<file path="src/rtl/one_to_eight_demux.sv">
// one_to_eight_demux: registered 1-to-8 demux, one valid/ready slot per channel.
// Define DEMUX_RR_EN to ignore in_sel and route round-robin via rr_ptr.
module one_to_eight_demux #(
    parameter int WIDTH = 32
) (
    input  logic               clk,
    input  logic               rst_n,
    input  logic [WIDTH-1:0]   in_data,
    input  logic [2:0]         in_sel,
    input  logic               in_valid,
    output logic               in_ready,
    output logic [8*WIDTH-1:0] out_data,
    output logic [7:0]         out_valid,
    input  logic [7:0]         out_ready
);
    logic [2:0]            target;
    logic                  push;
    logic [7:0][WIDTH-1:0] slot;
`ifdef DEMUX_RR_EN
    logic [2:0] rr_ptr;
    logic       unused_sel;
    assign unused_sel = ^in_sel;
    assign target     = rr_ptr;
    always_ff @(posedge clk or negedge rst_n)
        if (!rst_n)    rr_ptr <= '0;
        else if (push) rr_ptr <= rr_ptr + 3'd1;
`else
    assign target = in_sel;
`endif
    // a draining slot can be refilled in the same cycle
    assign in_ready = ~out_valid[target] | out_ready[target];
    assign push     = in_valid & in_ready;
    assign out_data = slot;
    always_ff @(posedge clk or negedge rst_n) begin
        if (!rst_n) begin
            out_valid <= '0;
            slot      <= '0;
        end else begin
            for (int i = 0; i < 8; i++) begin
                if (push && target == 3'(i)) begin
                    slot[i]      <= in_data;
                    out_valid[i] <= 1'b1;
                end else if (out_ready[i]) begin
                    out_valid[i] <= 1'b0;
                end
            end
        end
    end
endmodule
</file>
<file path="config.mk">
export PLATFORM = sky130hd
export DESIGN_NAME = one_to_eight_demux
export DESIGN_NICKNAME = d
export VERILOG_FILES = /design/src/rtl/one_to_eight_demux.sv
export SDC_FILE = /design/constraint.sdc
export NUM_CORES = 1
export LEC_CHECK = 0
export CORE_MARGIN = 2
export CORE_UTILIZATION = 41
export DETAILED_ROUTE_END_ITERATION = 6
export GPL_TIMING_DRIVEN = 1
export HOLD_SLACK_MARGIN = 0.12
export PLACE_DENSITY = 0.75
export SETUP_SLACK_MARGIN = 0.02
export SLEW_MARGIN = 20
export SYNTH_ARGS = -nofsm -noshare
export SYNTH_HDL_FRONTEND = slang
export SYNTH_SLANG_ARGS = --single-unit
</file>
<file path="constraint.sdc">
create_clock -name clk -period 1.66 [get_ports clk]
set_clock_uncertainty 0.2 [all_clocks]
set_input_delay 0.332 -clock clk [delete_from_list [all_inputs] [get_ports clk]]
set_output_delay 0.332 -clock clk [all_outputs]
set_load 0.01 [all_outputs]
</file>
# Word-level counts from Yosys, hierarchy flattened
# Index checks and enable logic that the tools add are counted.
# classes
mul	0
n_reduce_logical	17
mux	20
div_mod_pow	0
n_shift	0
order_cmp	1
addsub	0
bitwise	3
n_eq_ne	7
# ops
operator	n
1-bit two-way mux	18
2-bit nonzero test	8
3-bit equality test, second input constant	4
1-bit logical AND	8
1-bit binary-select mux with 3-bit select	2
3-bit by 2-bit equality test with 1-bit output, second input constant	2
3-bit by 4-bit < comparator with 1-bit output, second input constant	1
3-bit by 1-bit equality test with 1-bit output, second input constant	1
3-bit zero test	1
1-bit bitwise AND	1
1-bit NOT	1
1-bit OR	1
# totals
elab_cells	64
ram_bits	0
mem_bits_ro	0
ff_bits	264
memories	0
inputBits	46
latch_bits	0
output_inout_bits	265

# Depth between registers and ports, before layout
# depth
word_depth	7
ltp_mapped	5
ltp_nobuf	3

# Least setup slack after synthesis
# No wires, ideal clock.
# synth_path
kind	input to output
startpoint	in out_ready[1]
endpoint	out in_ready
n_path_buf	0
slack_ns	-0.102
arrival_ns	1.230
path_stages	3
required_time_ns	1.128
path_cell_list	nand2b_1 -> mux4_2 -> mux2_2
# synth_via
elab_chain_cells	3
# synth_rtl
element	line	text
start: declaration	14	input logic [7:0] out_ready
1-bit binary-select mux with 3-bit select	31	assign in_ready = ~out_valid[target] | out_ready[target];
1-bit two-way mux (implied by the code)	31	
1-bit OR	31	
end: declaration	11	output logic in_ready,
# No other way between the ends. The select of a mux whose other input is x is not followed.

# Worst setup path in the final report
# layout_path
startpoint	reg out_valid[3]
endpoint	out in_ready
# layout_via
elab_chain_cells	4
# layout_rtl
element	line	text
start: declaration	13	output logic [7:0] out_valid,
start signal: assignment	36	out_valid <= '0;
start signal: indexed assignment	42	out_valid[i] <= 1'b1;
start signal: indexed assignment	44	out_valid[i] <= 1'b0;
1-bit binary-select mux with 3-bit select	31	
1-bit two-way mux (implied by the code)	31	
1-bit NOT	31	
1-bit OR	31	
# No other way between the ends. The select of a mux whose other input is x is not followed.

==> flow_summary.json <==
{
  "portBuffers": 310,
  "hp-class": "in2async",
  "grt_overflow": 0,
  "slew_viol_final": 0,
  "start_util": 0.420,
  "synthFlopType": "dfrtp_1",
  "antenna_found_initial": 1,
  "synth_cells": 580,
  "dpl.hpwl_mm": 18.7,
  "grt_pass1_vias": 7356,
  "fp.dieH_um": 160,
  "path_cells": "nand2b_4, mux4_2, mux2_4, buf_6",
  "r2r-start": "out_valid[3]$_DFFE_PN0P_",
  "routabilityCongestion": 0.764,
  "busiest_layer": "met2",
  "slew_headroom": 0.713,
  "path_max_fanout": 2,
  "synth-edff-count": 0,
  "p_per_area_mw_per_mm2": 1350,
  "tightestPinTransition_ps": 431,
  "yosysWarnings": 0,
  "clk_pin_slew_worst_paths_ps": 60,
  "seq_area_frac_synth": 0.666,
  "slowest_delay_ps": 510,
  "drt_iter0_drc": 275,
  "critical_path.endpoint_type": "output port",
  "layout_commonest_cell": "dfrtp_1",
  "design_area_mm2": 0.0150,
  "placed_area_mm2": 0.0139,
  "synth_nets": 626,
  "grt_max_degree": 53,
  "worst_ep_required_time_ps": 1130,
  "status": "finished with violations",
  "crit_type": "reg2out",
  "finalNetCount": 1051,
  "ys_ff_latch": 264,
  "drcViolationCount": 0,
  "cts_tree": "built",
  "grt_setup_unrepaired": "true",
  "setup_viol": 168,
  "leakage_nw": 7.34,
  "final_antenna_net_count": 0,
  "hold_viol": 0,
  "cts_root_buffer": "clkbuf_16",
  "viasPerCell": 4.98,
  "min_period_ps": 2450,
  "die_x_um": 160,
  "grt_use_met1": 0.310,
  "met3_usage": 0.0709,
  "grt_pass1_wl_mm": 45.9,
  "path_buf_inv": 1,
  "regToRegSetupSlack_ps": -290,
  "layout_common_cells": "dfrtp_1, buf_2, mux2_4",
  "rows": 56,
  "grt_usage": 0.231,
  "period_share": 1.48,
  "crit_family": "multiplexers",
  "avgRoutedWirePerCell_um": 23.1,
  "cts_buffers": 28,
  "io_pins": 311,
  "totalPowerFinal_w": 0.0203,
  "ys_types": 18,
  "coreArea_mm2": 0.0236,
  "drive_gt1_frac": 0.673,
  "async_reset_ff_frac": 1.00,
  "syn_avg_cell_area_um2": 17.1,
  "synth_area_mm2": 0.00992,
  "grtUsageMet2": 0.377,
  "violations": "negative setup slack",
  "maxCapViolCount": 0,
  "area_delta_synth_final_pct": 51.4,
  "setup_ws_ps": -793,
  "start_kind": "register",
  "reg2reg_to": "out_data[117]$_DFFE_PN0P_",
  "clkLatencyLatePin_ps": 530,
  "cp_slowest_cell": "mux4_2",
  "max_freq_mhz": 408,
  "num_vias": 6706,
  "h-tree-depth": 1,
  "finalWirelength_mm": 31.1,
  "arrival_ps": 1920,
  "ir_worst_vdd_v": 0.000843,
  "rr_worst_depth": 7,
  "dieArea_mm2": 0.0255,
  "clock-sinks": 264,
  "clk_path_buf_depth": 3,
  "first_pass_iters": 4
}
-- metrics by stage --
stage | hold WS (ps) | std cells | worst slack [ps] | util | setup TNS (ps)
floorplan | -164 | 580 | -87.5 | - | -87.5
global placement | 42.6 | 1234 | -1240 | 0.590 | -183420
detailed placement | 44.5 | 1234 | -1230 | 0.590 | -191650
CTS | 66.5 | 1319 | -784 | 0.614 | -26740
global route | 77.4 | 1347 | -831 | 0.636 | -35920
finish | 73.8 | 1347 | -793 | 0.636 | -27700
-- cells in the mapped netlist, types with 2 or more instances --
master / number / area share
buf_2: 13 / 0.0066
buf_4: 9 / 0.0068
buf_6: 3 / 0.0034
dfrtp_1: 264 / 0.67
mux2_1: 9 / 0.010
mux2_2: 248 / 0.28
mux4_2: 2 / 0.0045
nand2_1: 6 / 0.0023
nand2b_1: 10 / 0.0063
nand3_2: 2 / 0.0020
nor2b_1: 2 / 0.0013
nor3b_2: 3 / 0.0038
o21ai_0: 4 / 0.0020
-- layer usage --
layer | routed length (um) | vias to the layer above
met5 | 0 | -
met3 | 2400 | 34
met1 | 13600 | 3499
met2 | 14800 | 249
li1 | - | 2924
met4 | 366 | 0
-- where the power goes --
part | total (W) | leakage, nW | internal [W] | switching [W]
sequential | 0.00860 | 3.18 | 0.00786 | 0.000747
combinational | 0.00531 | 3.68 | 0.00295 | 0.00236
clock | 0.00639 | 0.478 | 0.00390 | 0.00249
-- worst register-to-register path, cell delays in order (launching register included) --
cell and delay [ps]:
dfrtp_1 410, nand2b_4 90, buf_4 100, buf_4 90, buf_6 90, and3b_4 320
clkbuf_16 230, mux2_4 300
-- registers in the layout, summed over array words and instances (netlist names) --
register   count
out_valid      8
out_data     256
-- layout make-up --
type | instances | area [um2]
tap | 319 | 399
clock inverter | 7 | 85.1
multi-input combinational | 291 | 3710
fill | 1818 | 8590
clock buffer | 45 | 876
timing repair buffer | 420 | 3350
sequential | 264 | 6610
antenna | 1 | 2.50
-- cell families (layout without fill, tap and decap cells) --
group,after synthesis,in the layout,share of synthesized area
and+or+nand+nor,28,28,0.0193
buffers and inverters,25,472,0.0168
DFF,264,264,0.666
muxes,259,259,0.296
AOI/OAI and AO/OA,4,4,0.00202
other,0,1,0
-- how the worst max path moves through the flow --
| stage | endpoint | from | cells past startpoint |
|---|---|---|---|
| floorplan | in_ready | out_valid[3]$_DFFE_PN0P_ | 3 |
| global placement | in_ready | in_sel[1] | 4 |
| detailed placement | in_ready | in_sel[1] | 4 |
| CTS | in_ready | out_valid[3]$_DFFE_PN0P_ | 4 |
| global route | in_ready | out_valid[3]$_DFFE_PN0P_ | 4 |
| finish | in_ready | out_valid[3]$_DFFE_PN0P_ | 4 |
-- timing repair --
item	4_1_cts	5_1_grt
hold endpoints to repair	264	25
gates resized for setup	1196	78
pin swaps	2	0
cloned	7	10
hold buffers	1	1
endpoints found under the setup margin	521	296
buffers inserted	29	27
Note: power is estimated with default switching activity, not from simulation.
